--- src/rtl/btn_debounce.sv ---
// Front-panel button conditioner: synchroniser, debounce FSM, press/release strobes.
// Optional auto-repeat of press_o on held buttons when BTN_REPEAT_EN is defined.
module btn_debounce #(
  parameter int               N               = 8,
  parameter int               DEBOUNCE_CYCLES = 500000,
  parameter int               SYNC_STAGES     = 2,
  parameter int               ACTIVE_LOW      = 0,
  parameter int               REPEAT_DELAY    = 25000000,
  parameter int               REPEAT_PERIOD   = 5000000,
  parameter logic [N-1:0]     REPEAT_MASK     = '0
) (
  input  logic         clk_i,
  input  logic         rst_ni,
  input  logic         srst_i,
  input  logic [N-1:0] raw_i,
  output logic [N-1:0] level_o,
  output logic [N-1:0] press_o,
  output logic [N-1:0] release_o
);

  localparam int   CW    = $clog2(DEBOUNCE_CYCLES);
  localparam logic INACT = (ACTIVE_LOW != 0);
  localparam logic [CW-1:0] CMAX = CW'(DEBOUNCE_CYCLES - 1);

  if ((DEBOUNCE_CYCLES < 2) || (SYNC_STAGES < 2) ||
      (REPEAT_DELAY < 1) || (REPEAT_PERIOD < 1)) begin : g_bad_cfg
    $error("btn_debounce: illegal parameter set");
  end

  typedef enum logic [1:0] {
    ST_LO,
    ST_WHI,
    ST_HI,
    ST_WLO
  } st_t;

`ifdef BTN_REPEAT_EN
  localparam int RMAX = (REPEAT_DELAY > REPEAT_PERIOD) ?
                        REPEAT_DELAY : REPEAT_PERIOD;
  localparam int RW   = $clog2(RMAX + 1);
  localparam logic [RW-1:0] RDLY = RW'(REPEAT_DELAY - 1);
  localparam logic [RW-1:0] RPER = RW'(REPEAT_PERIOD - 1);
`endif

  for (genvar i = 0; i < N; i++) begin : g_ch
    logic [SYNC_STAGES-1:0] r_sync;
    st_t                    r_st, w_st_n;
    logic [CW-1:0]          r_cnt, w_cnt_n;
    logic                   r_lvl, w_lvl_n;
    logic                   r_prs, w_prs_n;
    logic                   r_rel, w_rel_n;
    logic                   w_s;
`ifdef BTN_REPEAT_EN
    logic [RW-1:0]          r_rcnt, w_rcnt_n;
    logic                   r_rfirst, w_rfirst_n;
`endif

    assign w_s = r_sync[SYNC_STAGES-1] ^ INACT;

    always_ff @(posedge clk_i or negedge rst_ni) begin
      if (!rst_ni) begin
        r_sync <= {SYNC_STAGES{INACT}};
        r_st   <= ST_LO;
        r_cnt  <= '0;
        r_lvl  <= 1'b0;
        r_prs  <= 1'b0;
        r_rel  <= 1'b0;
`ifdef BTN_REPEAT_EN
        r_rcnt   <= '0;
        r_rfirst <= 1'b1;
`endif
      end else if (srst_i) begin
        r_sync <= {SYNC_STAGES{INACT}};
        r_st   <= ST_LO;
        r_cnt  <= '0;
        r_lvl  <= 1'b0;
        r_prs  <= 1'b0;
        r_rel  <= 1'b0;
`ifdef BTN_REPEAT_EN
        r_rcnt   <= '0;
        r_rfirst <= 1'b1;
`endif
      end else begin
        r_sync <= {r_sync[SYNC_STAGES-2:0], raw_i[i]};
        r_st   <= w_st_n;
        r_cnt  <= w_cnt_n;
        r_lvl  <= w_lvl_n;
        r_prs  <= w_prs_n;
        r_rel  <= w_rel_n;
`ifdef BTN_REPEAT_EN
        r_rcnt   <= w_rcnt_n;
        r_rfirst <= w_rfirst_n;
`endif
      end
    end

    always_comb begin
      w_st_n  = r_st;
      w_cnt_n = r_cnt;
      w_lvl_n = r_lvl;
      w_prs_n = 1'b0;
      w_rel_n = 1'b0;
`ifdef BTN_REPEAT_EN
      w_rcnt_n   = r_rcnt;
      w_rfirst_n = r_rfirst;
`endif
      unique case (r_st)
        ST_LO: begin
          if (w_s) begin
            w_st_n  = ST_WHI;
            w_cnt_n = CW'(1);
          end
        end
        ST_WHI: begin
          if (!w_s) begin
            w_st_n  = ST_LO;
            w_cnt_n = '0;
          end else if (r_cnt == CMAX) begin
            w_st_n  = ST_HI;
            w_cnt_n = '0;
            w_lvl_n = 1'b1;
            w_prs_n = 1'b1;
`ifdef BTN_REPEAT_EN
            w_rcnt_n   = '0;
            w_rfirst_n = 1'b1;
`endif
          end else begin
            w_cnt_n = r_cnt + CW'(1);
          end
        end
        ST_HI: begin
          if (!w_s) begin
            w_st_n  = ST_WLO;
            w_cnt_n = CW'(1);
          end
`ifdef BTN_REPEAT_EN
          // Repeat counter only ticks while the button stays accepted.
          else if (REPEAT_MASK[i]) begin
            if (r_rcnt == (r_rfirst ? RDLY : RPER)) begin
              w_prs_n    = 1'b1;
              w_rcnt_n   = '0;
              w_rfirst_n = 1'b0;
            end else begin
              w_rcnt_n = r_rcnt + RW'(1);
            end
          end
`endif
        end
        ST_WLO: begin
          if (w_s) begin
            w_st_n  = ST_HI;
            w_cnt_n = '0;
          end else if (r_cnt == CMAX) begin
            w_st_n  = ST_LO;
            w_cnt_n = '0;
            w_lvl_n = 1'b0;
            w_rel_n = 1'b1;
`ifdef BTN_REPEAT_EN
            w_rcnt_n   = '0;
            w_rfirst_n = 1'b1;
`endif
          end else begin
            w_cnt_n = r_cnt + CW'(1);
          end
        end
        default: begin
          w_st_n  = ST_LO;
          w_cnt_n = '0;
        end
      endcase
    end

    assign level_o[i]   = r_lvl;
    assign press_o[i]   = r_prs;
    assign release_o[i] = r_rel;
  end

endmodule

--- config.mk ---
export PLATFORM = sky130hd
export DESIGN_NAME = btn_debounce
export DESIGN_NICKNAME = d
export VERILOG_FILES = /design/src/rtl/btn_debounce.sv
export SDC_FILE = /design/constraint.sdc
export NUM_CORES = 1
export LEC_CHECK = 0
export ABC_CLOCK_PERIOD_IN_PS = 2300
export CAP_MARGIN = 20
export CORE_MARGIN = 2
export CORE_UTILIZATION = 62
export DETAILED_ROUTE_END_ITERATION = 10
export PLACE_DENSITY = 0.77
export SETUP_SLACK_MARGIN = 0.2
export SYNTH_ARGS = -nofsm -noshare
export SYNTH_HDL_FRONTEND = slang
export SYNTH_SLANG_ARGS = --single-unit
export TNS_END_PERCENT = 5
--- constraint.sdc ---
create_clock -name clk_i -period 2.3 [get_ports clk_i]
set_input_delay 0.23 -clock clk_i [delete_from_list [all_inputs] [get_ports clk_i]]
set_output_delay 0.23 -clock clk_i [all_outputs]
set_load 0.01 [all_outputs]
==> metrics.yaml, run 1 <==
syn_to_final_growth_pct: 14.4
maxSlewViolCount: 0
synthFlopType: "dfrtp_1"
clockBufferDepth: 3
hpwl_microns: 14900
worstSetupPathType: "flop to flop"
p_leak_nw: 5.37
cpPeakStageDelay_ps: 530
synthTopCellsByArea: "dfrtp_1 47%, a21oi_1 4.0%, a31oi_1 3.9%, nand3_1 3.8%, nand2_1 3.4%"
initial_utilization: 0.635
die_h_microns: 137
root_buffer: "clkbuf_16"
yosys.area.top_type: "dfrtp_1"
hp-class: "input port to flop"
cts_tree: "yes"
drive_above_1_share: 0.110
grt_pass1_wl_microns: 38500
setup_viol: 0
period_share: 0.925
firstDrtPassIters: 5
nNetsFinal: 1235
syn-cell-area_sq_um: 11000
rrSetupSlack_ps: 170
cap_violations: 0
grt_start_max_net_pins: 74
holdPathStages: 3
finalWorstPathRequiredPeriod_ps: 2130
ys_ff_latch: 208
yosys-top-cells-count: "208 x dfrtp_1, 101 x nand2_1, 97 x nor2_1"
synth_most_common_cell: "dfrtp_1"
synth_cell_types: 70
synth_top_area_frac: 0.472
coreArea_sq_um: 17400
htreeDepth: 1
r2r_start: "g_ch[4].r_cnt[11]"
multi_input_area_sq_um: 5370
postSynthAreaPerCell_sq_um: 9.34
synthSimpleGateAreaFrac: 0.251
hold_end: "g_ch[5].r_st[1]"
synth_edf_count: 0
synth-async-reset-ratio: 1.00
ys.warnings.count: 0
cp.required_ps: 2700
synth_compound_area_frac: 0.168
die_x_microns: 137
wl_microns: 22900
antenna_found_initial: 0
timing.rr.end: "g_ch[4].r_cnt[18]"
slew-limit-headroom: 0.476
via_per_inst: 6.14
finClkSkew_ps: 17.6
synth_top_family_by_area: "simple AND/OR/NAND/NOR gates"
cts_sinks: 208
clk_latency_ps: 520
pin_count: 35
reg2reg_depth: 7
dieArea_sq_um: 18900
vdd_drop_max_mv: 0.662
fin_setup_tns_ps: 0
rows: 48
synth-xor-area-share: 0.0254
hold_viol: 0
seq_area_sq_um: 5210
yosys-mux-area-fraction: 0.0246
syn_nets: 1199
wl_per_cell_microns: 15.7
grt_usage: 0.245
rsz0062_at_grt: "true"
portBuffers: 34
path_cells: "or4b_4 > nor4_4 > buf_4 > a21oi_4 > buf_4 > and3_1 > a211o_1"
grt.overflow.total: 0
drtIter0Drc: 546
holdCritStartpoint: "srst_i"
cpMostUsedCell: "buf_4"
syn_inst: 1180
fmax_mhz: 470
post-route-util: 0.726
num_antenna_cells: 0
grt_pass1_vias: 8210
vias: 8955
end_kind: "flop"
cp_data_arrival_time_ps: 2530
status: "finished, final reports clean"
gp_congestion: 0.840
path_max_fanout: 10
critPathLaunchType: "flop"
antenna_left: 0
powerDensity_nw_per_um2: 650
slowest_stage: "or4b_4"
ys_seq_area_frac: 0.472
clk_pin_slew_ps: 60
numCtsBuffers: 23
tightest_slew_ps: 780
route.detailed.drc: 0
synthAdderAreaFrac: 0.00908
fill_cells: 1286
## power breakdown
| group | internal, mW | switching (mW) | total, mW |
|---|---|---|---|
| logic | 0.139 | 0.234 | 0.373 |
| clock network | 2.58 | 1.51 | 4.09 |
| registers | 3.70 | 0.0377 | 3.74 |
## critical path, delay by kind of cell (launching register included)
| kind | cells | cell delay (ps) |
|---|---|---|
| compound gates | 2 | 290 |
| buf+inv | 2 | 380 |
| flops | 1 | 440 |
| simple gates | 3 | 900 |
## timing repair
item | in CTS | in global routing
setup buffers | 0 | 3
endpoints found under the setup margin | 45 | 85
endpoints found under the hold margin | 69 | 0
pin swaps | 0 | 3
gates resized for setup | 2 | 17
hold buffers | 1 | 0
## placed cells by master (no fill, tap or decap), types with 16 or more instances in the layout
master / n
nor3_1: 23
clkbuf_16: 23
nand3_1: 82
nand2b_1: 19
buf_4: 42
nor2b_1: 28
nand2_1: 101
mux2i_1: 26
nand4_1: 27
dfrtp_1: 207
a21oi_1: 86
o21ai_0: 50
xor2_1: 21
inv_1: 29
nor2_1: 97
nor4_1: 22
a22o_1: 24
a21o_1: 16
clkdlybuf4s50_1: 32
a31oi_1: 67
## how the worst max path moves through the flow
stage / cells after the start / startpoint / end
final: 7 / g_ch[4].r_cnt[11] / g_ch[4].r_cnt[18]
after global routing: 7 / g_ch[4].r_cnt[11] / g_ch[4].r_cnt[18]
after CTS: 7 / g_ch[1].r_cnt[0] / g_ch[1].r_cnt[5]
after detailed placement: 6 / g_ch[7].r_cnt[0] / g_ch[7].r_cnt[12]
after global placement: 6 / g_ch[7].r_cnt[0] / g_ch[7].r_cnt[10]
after floorplan: 7 / g_ch[3].r_cnt[14] / g_ch[3].r_cnt[17]
## logic make-up (layout without fill, tap and decap cells)
kind of cell	Yosys count	count (layout)
flip-flops	208	208
buffers and inverters	102	155
adder cells (fa/ha/maj)	8	8
AO/OA/AOI/OAI	294	294
multiplexers	27	27
AND/OR/NAND/NOR	509	509
XOR/XNOR	32	32
## flip-flops by register name, indices dropped and copies added (netlist names)
register and cells:
g_ch.r_cnt 152, g_ch.r_lvl 8, g_ch.r_prs 8, g_ch.r_rel 8
g_ch.r_st 16, g_ch.r_sync 16
## routing by layer
| metal | wire length, microns | track usage | part of all wire |
|---|---|---|---|
| met5 | 0 | 0 | 0 |
| met4 | 448 | 0.0573 | 0.020 |
| met3 | 955 | 0.0353 | 0.042 |
| met2 | 10800 | 0.405 | 0.47 |
| met1 | 10600 | 0.345 | 0.47 |
## metrics by stage
step / hold WS [ps] / power [mW] / worst slack, ps / cells / instance area [sq um]
final: 238 / 8.20 / 173 / 1458 / 12600
after floorplan: -65.6 / 3.99 / 345 / 1180 / 11000
after global routing: 248 / 8.49 / 91.8 / 1458 / 12600
after detailed placement: 240 / 4.18 / 61.2 / 1412 / 11600
after CTS: 230 / 8.29 / 80.8 / 1455 / 12500
after global placement: 234 / 4.17 / 140 / 1412 / 11600
## final cells by class
type / instances / area share
inverters: 29 / 0.00863
clock inverters: 16 / 0.0193
flip-flops and latches: 208 / 0.413
multi-input cells: 870 / 0.426
well taps: 225 / 0.0223
clock buffers: 26 / 0.0481
repair buffers: 84 / 0.0625
No activity file was read; power rests on OpenSTA's default activity.
==> inputs of run 2 (changes only) <==
CORE_UTILIZATION = 64   (was 62)
CTS_BUF_LIST = sky130_fd_sc_hd__clkbuf_8   (was default)
PLACE_DENSITY = 0.8   (was 0.77)
==> metrics.yaml, run 2 (synthesis gave the netlist of run 1 again) <==
fill_cells: 1236
slowest_stage: "or4_1"
endpoint: "g_ch[5].r_cnt[3]"
holdPathStages: 2
grt_pass1_wl_microns: 38900
finalWorstPathRequiredPeriod_ps: 2120
postCtsSetupBuffers: 0
cp_num_buf_inv: 1
cap_violations: 0
holdCritStartpoint: "srst_i"
clk_latency_ps: 520
vias: 9062
fmax_mhz: 471
p_leak_nw: 5.33
drtIter0Drc: 576
hpwl_microns: 15100
clk_pin_slew_ps: 60
final_common_cell: "dfrtp_1"
numCtsBuffers: 37
post-route-util: 0.740
vdd_drop_max_mv: 0.457
rrSetupSlack_ps: 180
antenna_left: 0
p_int_mw: 5.62
status: "finished, final reports clean"
p_comb_frac: 0.051
slew-limit-headroom: 0.326
clockBufferDepth: 3
layout_common_cells: "208 x dfrtp_1, 101 x nand2_1, 97 x nor2_1"
path_cells: "or4_1 > nor4_2 > a31oi_2 > buf_4 > a21o_1 > a22o_1"
critical_path.startpoint: "g_ch[5].r_cnt[12]"
cp_top_family: "simple AND/OR/NAND/NOR gates"
cpPeakStageDelay_ps: 550
grt_usage: 0.254
cts_tree: "yes"
cts_sinks: 208
worstSetupPathType: "flop to flop"
hold_viol: 0
initial_utilization: 0.660
via_per_inst: 6.17
largest-register: "g_ch.r_cnt"
end_kind: "flop"
maxSlewViolCount: 0
wl_microns: 22700
largestRegisters: "g_ch.r_cnt (152), g_ch.r_st (16), g_ch.r_sync (16)"
dieArea_sq_um: 18300
critPathLaunchType: "flop"
r2r_start: "g_ch[5].r_cnt[12]"
largest_reg_flops: 152
grt.overflow.total: 0
power_frac_clock: 0.441
syn_to_final_growth_pct: 12.1
timing.rr.end: "g_ch[5].r_cnt[3]"
grt_pass1_vias: 8400
nNetsFinal: 1246
reg2reg_depth: 6
fin_setup_tns_ps: 0
cp.depth: 6
powerDensity_nw_per_um2: 595
grt_start_max_net_pins: 76
gp_congestion: 0.872
path_max_fanout: 10
finClkSkew_ps: 17.8
root_buffer: "clkbuf_8"
wl_per_cell_microns: 15.4
firstDrtPassIters: 8
portBuffers: 34
hp-class: "input port to flop"
tightest_slew_ps: 1000
htreeDepth: 2
period_share: 0.923
drive_above_1_share: 0.108
cp.required_ps: 2700
num_antenna_cells: 0
setup_viol: 0
coreArea_sq_um: 16700
p_seq_frac: 0.509
rsz0062_at_grt: "true"
route.detailed.drc: 0
antenna_found_initial: 0
switching_power_mw: 1.73
rows: 47
die_h_microns: 135
swShare: 0.235
cp_data_arrival_time_ps: 2520
pin_count: 35
die_x_microns: 135
## run 2: cell count changes in the layout (fill, tap and decap cells not counted), moves of 2 or more
cell       previous run  this run
bufinv_16             6         0
clkinv_2              6         2
or4b_4                2         0
buf_6                 2         0
clkbuf_16            23         0
clkbuf_8              2        46
or4b_1                2         4
inv_1                29        41
## run 2: worst min path at each step
stage	to
2_1_floorplan	g_ch[0].r_cnt[0]
3_3_place_gp	g_ch[6].r_cnt[11]
3_5_place_dp	g_ch[6].r_cnt[12]
4_1_cts	g_ch[7].r_sync[0]
5_1_grt	g_ch[7].r_sync[0]
6_report	g_ch[7].r_sync[0]
## run 2: routing by layer
layer | GRT usage | share of wire | vias up
met4 | 0.0723 | 0.016 | 0
li1 | - | - | 4418
met5 | 0 | 0 | -
met1 | 0.359 | 0.46 | 4415
met2 | 0.412 | 0.48 | 197
met3 | 0.0382 | 0.039 | 32
## run 2: what timing repair did
| action | 4_1_cts | 5_1_grt |
|---|---|---|
| pin swaps | 0 | 1 |
| endpoints found under the setup margin | 34 | 86 |
| endpoints found under the hold margin | 72 | 0 |
| gates cloned | 0 | 1 |
| hold buffers | 1 | 0 |
| resized for setup | 1 | 7 |
## run 2: stage by stage
step / hold slack [ps] / setup WS, ps / cells / instance area, sq um / power [mW]
finish: 105 / 177 / 1469 / 12400 / 7.35
global route: 124 / 62.5 / 1469 / 12400 / 7.63
CTS: 91.2 / 96.8 / 1468 / 12300 / 7.43
detailed placement: 253 / 19.6 / 1406 / 11600 / 4.17
global placement: 248 / 121 / 1406 / 11600 / 4.17
floorplan: -65.6 / 345 / 1180 / 11000 / 3.99
## run 2: worst register-to-register path, cell delays in order, from the launching register on
cell,delay [ps]
dfrtp_1,400
or4_1,550
nor4_2,400
a31oi_2,160
buf_4,190
a21o_1,150
a22o_1,170
## run 2: power groups by stage
| stage | Clock [mW] | Sequential [mW] | Combinational, mW |
|---|---|---|---|
| floorplan | 0 | 3.79 | 0.202 |
| finish | 3.24 | 3.74 | 0.372 |
| global placement | 0 | 3.80 | 0.365 |
| CTS | 3.31 | 3.74 | 0.377 |
| detailed placement | 0 | 3.80 | 0.373 |
| global route | 3.46 | 3.74 | 0.421 |
## run 2: cell type report
| class | instances | area (sq um) | share of cell area |
|---|---|---|---|
| clock buffer | 46 | 633 | 0.0512 |
| sequential | 208 | 5200 | 0.421 |
| tap | 220 | 275 | 0.0223 |
| multi-input combinational | 871 | 5330 | 0.432 |
| timing repair buffer | 80 | 738 | 0.0597 |
| inverter | 29 | 109 | 0.00881 |
| clock inverter | 15 | 62.6 | 0.00506 |
==> inputs of run 3 (changes only) <==
CAP_MARGIN = default   (was 20)
CORE_MARGIN = default   (was 2)
SLEW_MARGIN = 20   (was default)
==> metrics.yaml, run 3 (synthesis gave the netlist of run 1 again) <==
clockBufferDepth: 3
end_kind: "flop"
numCtsBuffers: 37
fin_setup_tns_ps: 0
cts_tree: "yes"
largestRegisters: "g_ch.r_cnt (152), g_ch.r_st (16), g_ch.r_sync (16)"
dieArea_sq_um: 17800
maxSlewViolCount: 0
cpPeakStageDelay_ps: 580
p_int_mw: 5.76
critical_path.startpoint: "g_ch[4].r_cnt[14]"
die_h_microns: 133
antenna_left: 0
die_x_microns: 133
setup_viol: 0
grt_start_max_net_pins: 72
fmax_mhz: 471
period_share: 0.923
place_ws_ps: 27.5
multi_input_area_sq_um: 5440
route.detailed.drc: 0
cap_violations: 0
p_comb_frac: 0.051
drtIter0Drc: 648
holdCritStartpoint: "srst_i"
final_common_cell: "dfrtp_1"
cp_data_arrival_time_ps: 2540
num_antenna_cells: 0
setup_ws_ps: 177
path_max_fanout: 16
switching_power_mw: 1.77
finalWorstPathRequiredPeriod_ps: 2120
slowest_stage: "or4b_1"
path_cells: "or4b_1 > nor4_4 > buf_4 > a21oi_4 > and3_1 > a211o_1"
p_seq_frac: 0.496
hp-class: "input port to flop"
finClkSkew_ps: 41.3
grt_pass1_wl_microns: 39300
grt_pass1_vias: 8560
wl_per_cell_microns: 15.7
status: "finished, final reports clean"
antenna_found_initial: 0
largest_reg_flops: 152
tightest_slew_ps: 994
largest-register: "g_ch.r_cnt"
r2r_start: "g_ch[4].r_cnt[14]"
htreeDepth: 2
initial_utilization: 0.660
slew-limit-headroom: 0.332
coreArea_sq_um: 16700
worstSetupPathType: "flop to flop"
layout_common_cells: "206 x dfrtp_1, 101 x nand2_1, 97 x nor2_1"
hpwl_microns: 15200
nNetsFinal: 1263
swShare: 0.235
power_frac_clock: 0.453
portBuffers: 34
firstDrtPassIters: 6
root_buffer: "clkbuf_8"
grt.overflow.total: 0
rsz0062_at_grt: "true"
fill_cells: 1193
clk_latency_ps: 540
cts_sinks: 208
via_per_inst: 6.16
vias: 9195
hold_viol: 0
pin_count: 35
gp_congestion: 0.893
drive_above_1_share: 0.128
critPathLaunchType: "flop"
p_leak_nw: 5.45
vdd_drop_max_mv: 0.465
rows: 47
wl_microns: 23400
cp.required_ps: 2720
clk_pin_slew_ps: 60
grt_usage: 0.265
seq_area_sq_um: 5210
powerDensity_nw_per_um2: 596
syn_to_final_growth_pct: 14.6
==> run 3: final timing paths <==
path	end	slack (ps)	cells past startpoint
worst max-delay path	g_ch[4].r_cnt[18]	180	6
worst min-delay path	g_ch[1].r_lvl	100	2
worst max register to register	g_ch[4].r_cnt[18]	180	6
worst min register to register	g_ch[2].r_sync[1]	480	1
max in group asynchronous	g_ch[3].r_cnt[10]	1360	3
min in group asynchronous	g_ch[6].r_cnt[9]	250	2
==> run 3: what timing repair did <==
item / CTS / global route
pin swaps: 0 / 9
hold buffers: 1 / 0
endpoints found under the setup margin: 46 / 101
endpoints found under the hold margin: 65 / 0
resized for setup: 1 / 25
cloned: 0 / 3
buffers inserted: 0 / 15
==> run 3: routing by layer <==
metal  track usage  share of wire
met2         0.430           0.48
met5             0              0
met1         0.361           0.45
met4        0.0997          0.020
met3        0.0430          0.042
==> run 3: layout make-up <==
type / instances / area share
multi-input combinational: 873 / 0.430
sequential: 208 / 0.412
timing repair buffer: 95 / 0.0673
clock buffer: 46 / 0.0501
tap: 220 / 0.0218
clock inverter: 21 / 0.00922
inverter: 29 / 0.00862
==> run 3: critical path: cells and delay by family, from the launching register on <==
kind / cells / cell delay [ps]
simple gates: 3 / 1040
flops: 1 / 430
compound gates: 2 / 340
buf+inv: 1 / 190
==> run 3: through the flow <==
stage                     hold slack [ps]  instances   util  instance area, sq um  total power [mW]
after floorplan                     -65.6       1180      -                 11000              3.99
after global placement                220       1406  0.694                 11600              4.17
after detailed placement              226       1406  0.694                 11600              4.18
after CTS                            82.6       1474  0.740                 12400              7.60
after global routing                  109       1492  0.756                 12600              7.83
final                                 104       1492  0.756                 12600              7.53
==> run 3: power groups by stage <==
stage | Sequential, mW | Clock (mW) | Combinational, mW
floorplan | 3.79 | 0 | 0.202
global placement | 3.80 | 0 | 0.369
detailed placement | 3.80 | 0 | 0.378
CTS | 3.74 | 3.48 | 0.382
global route | 3.74 | 3.66 | 0.427
finish | 3.74 | 3.41 | 0.381
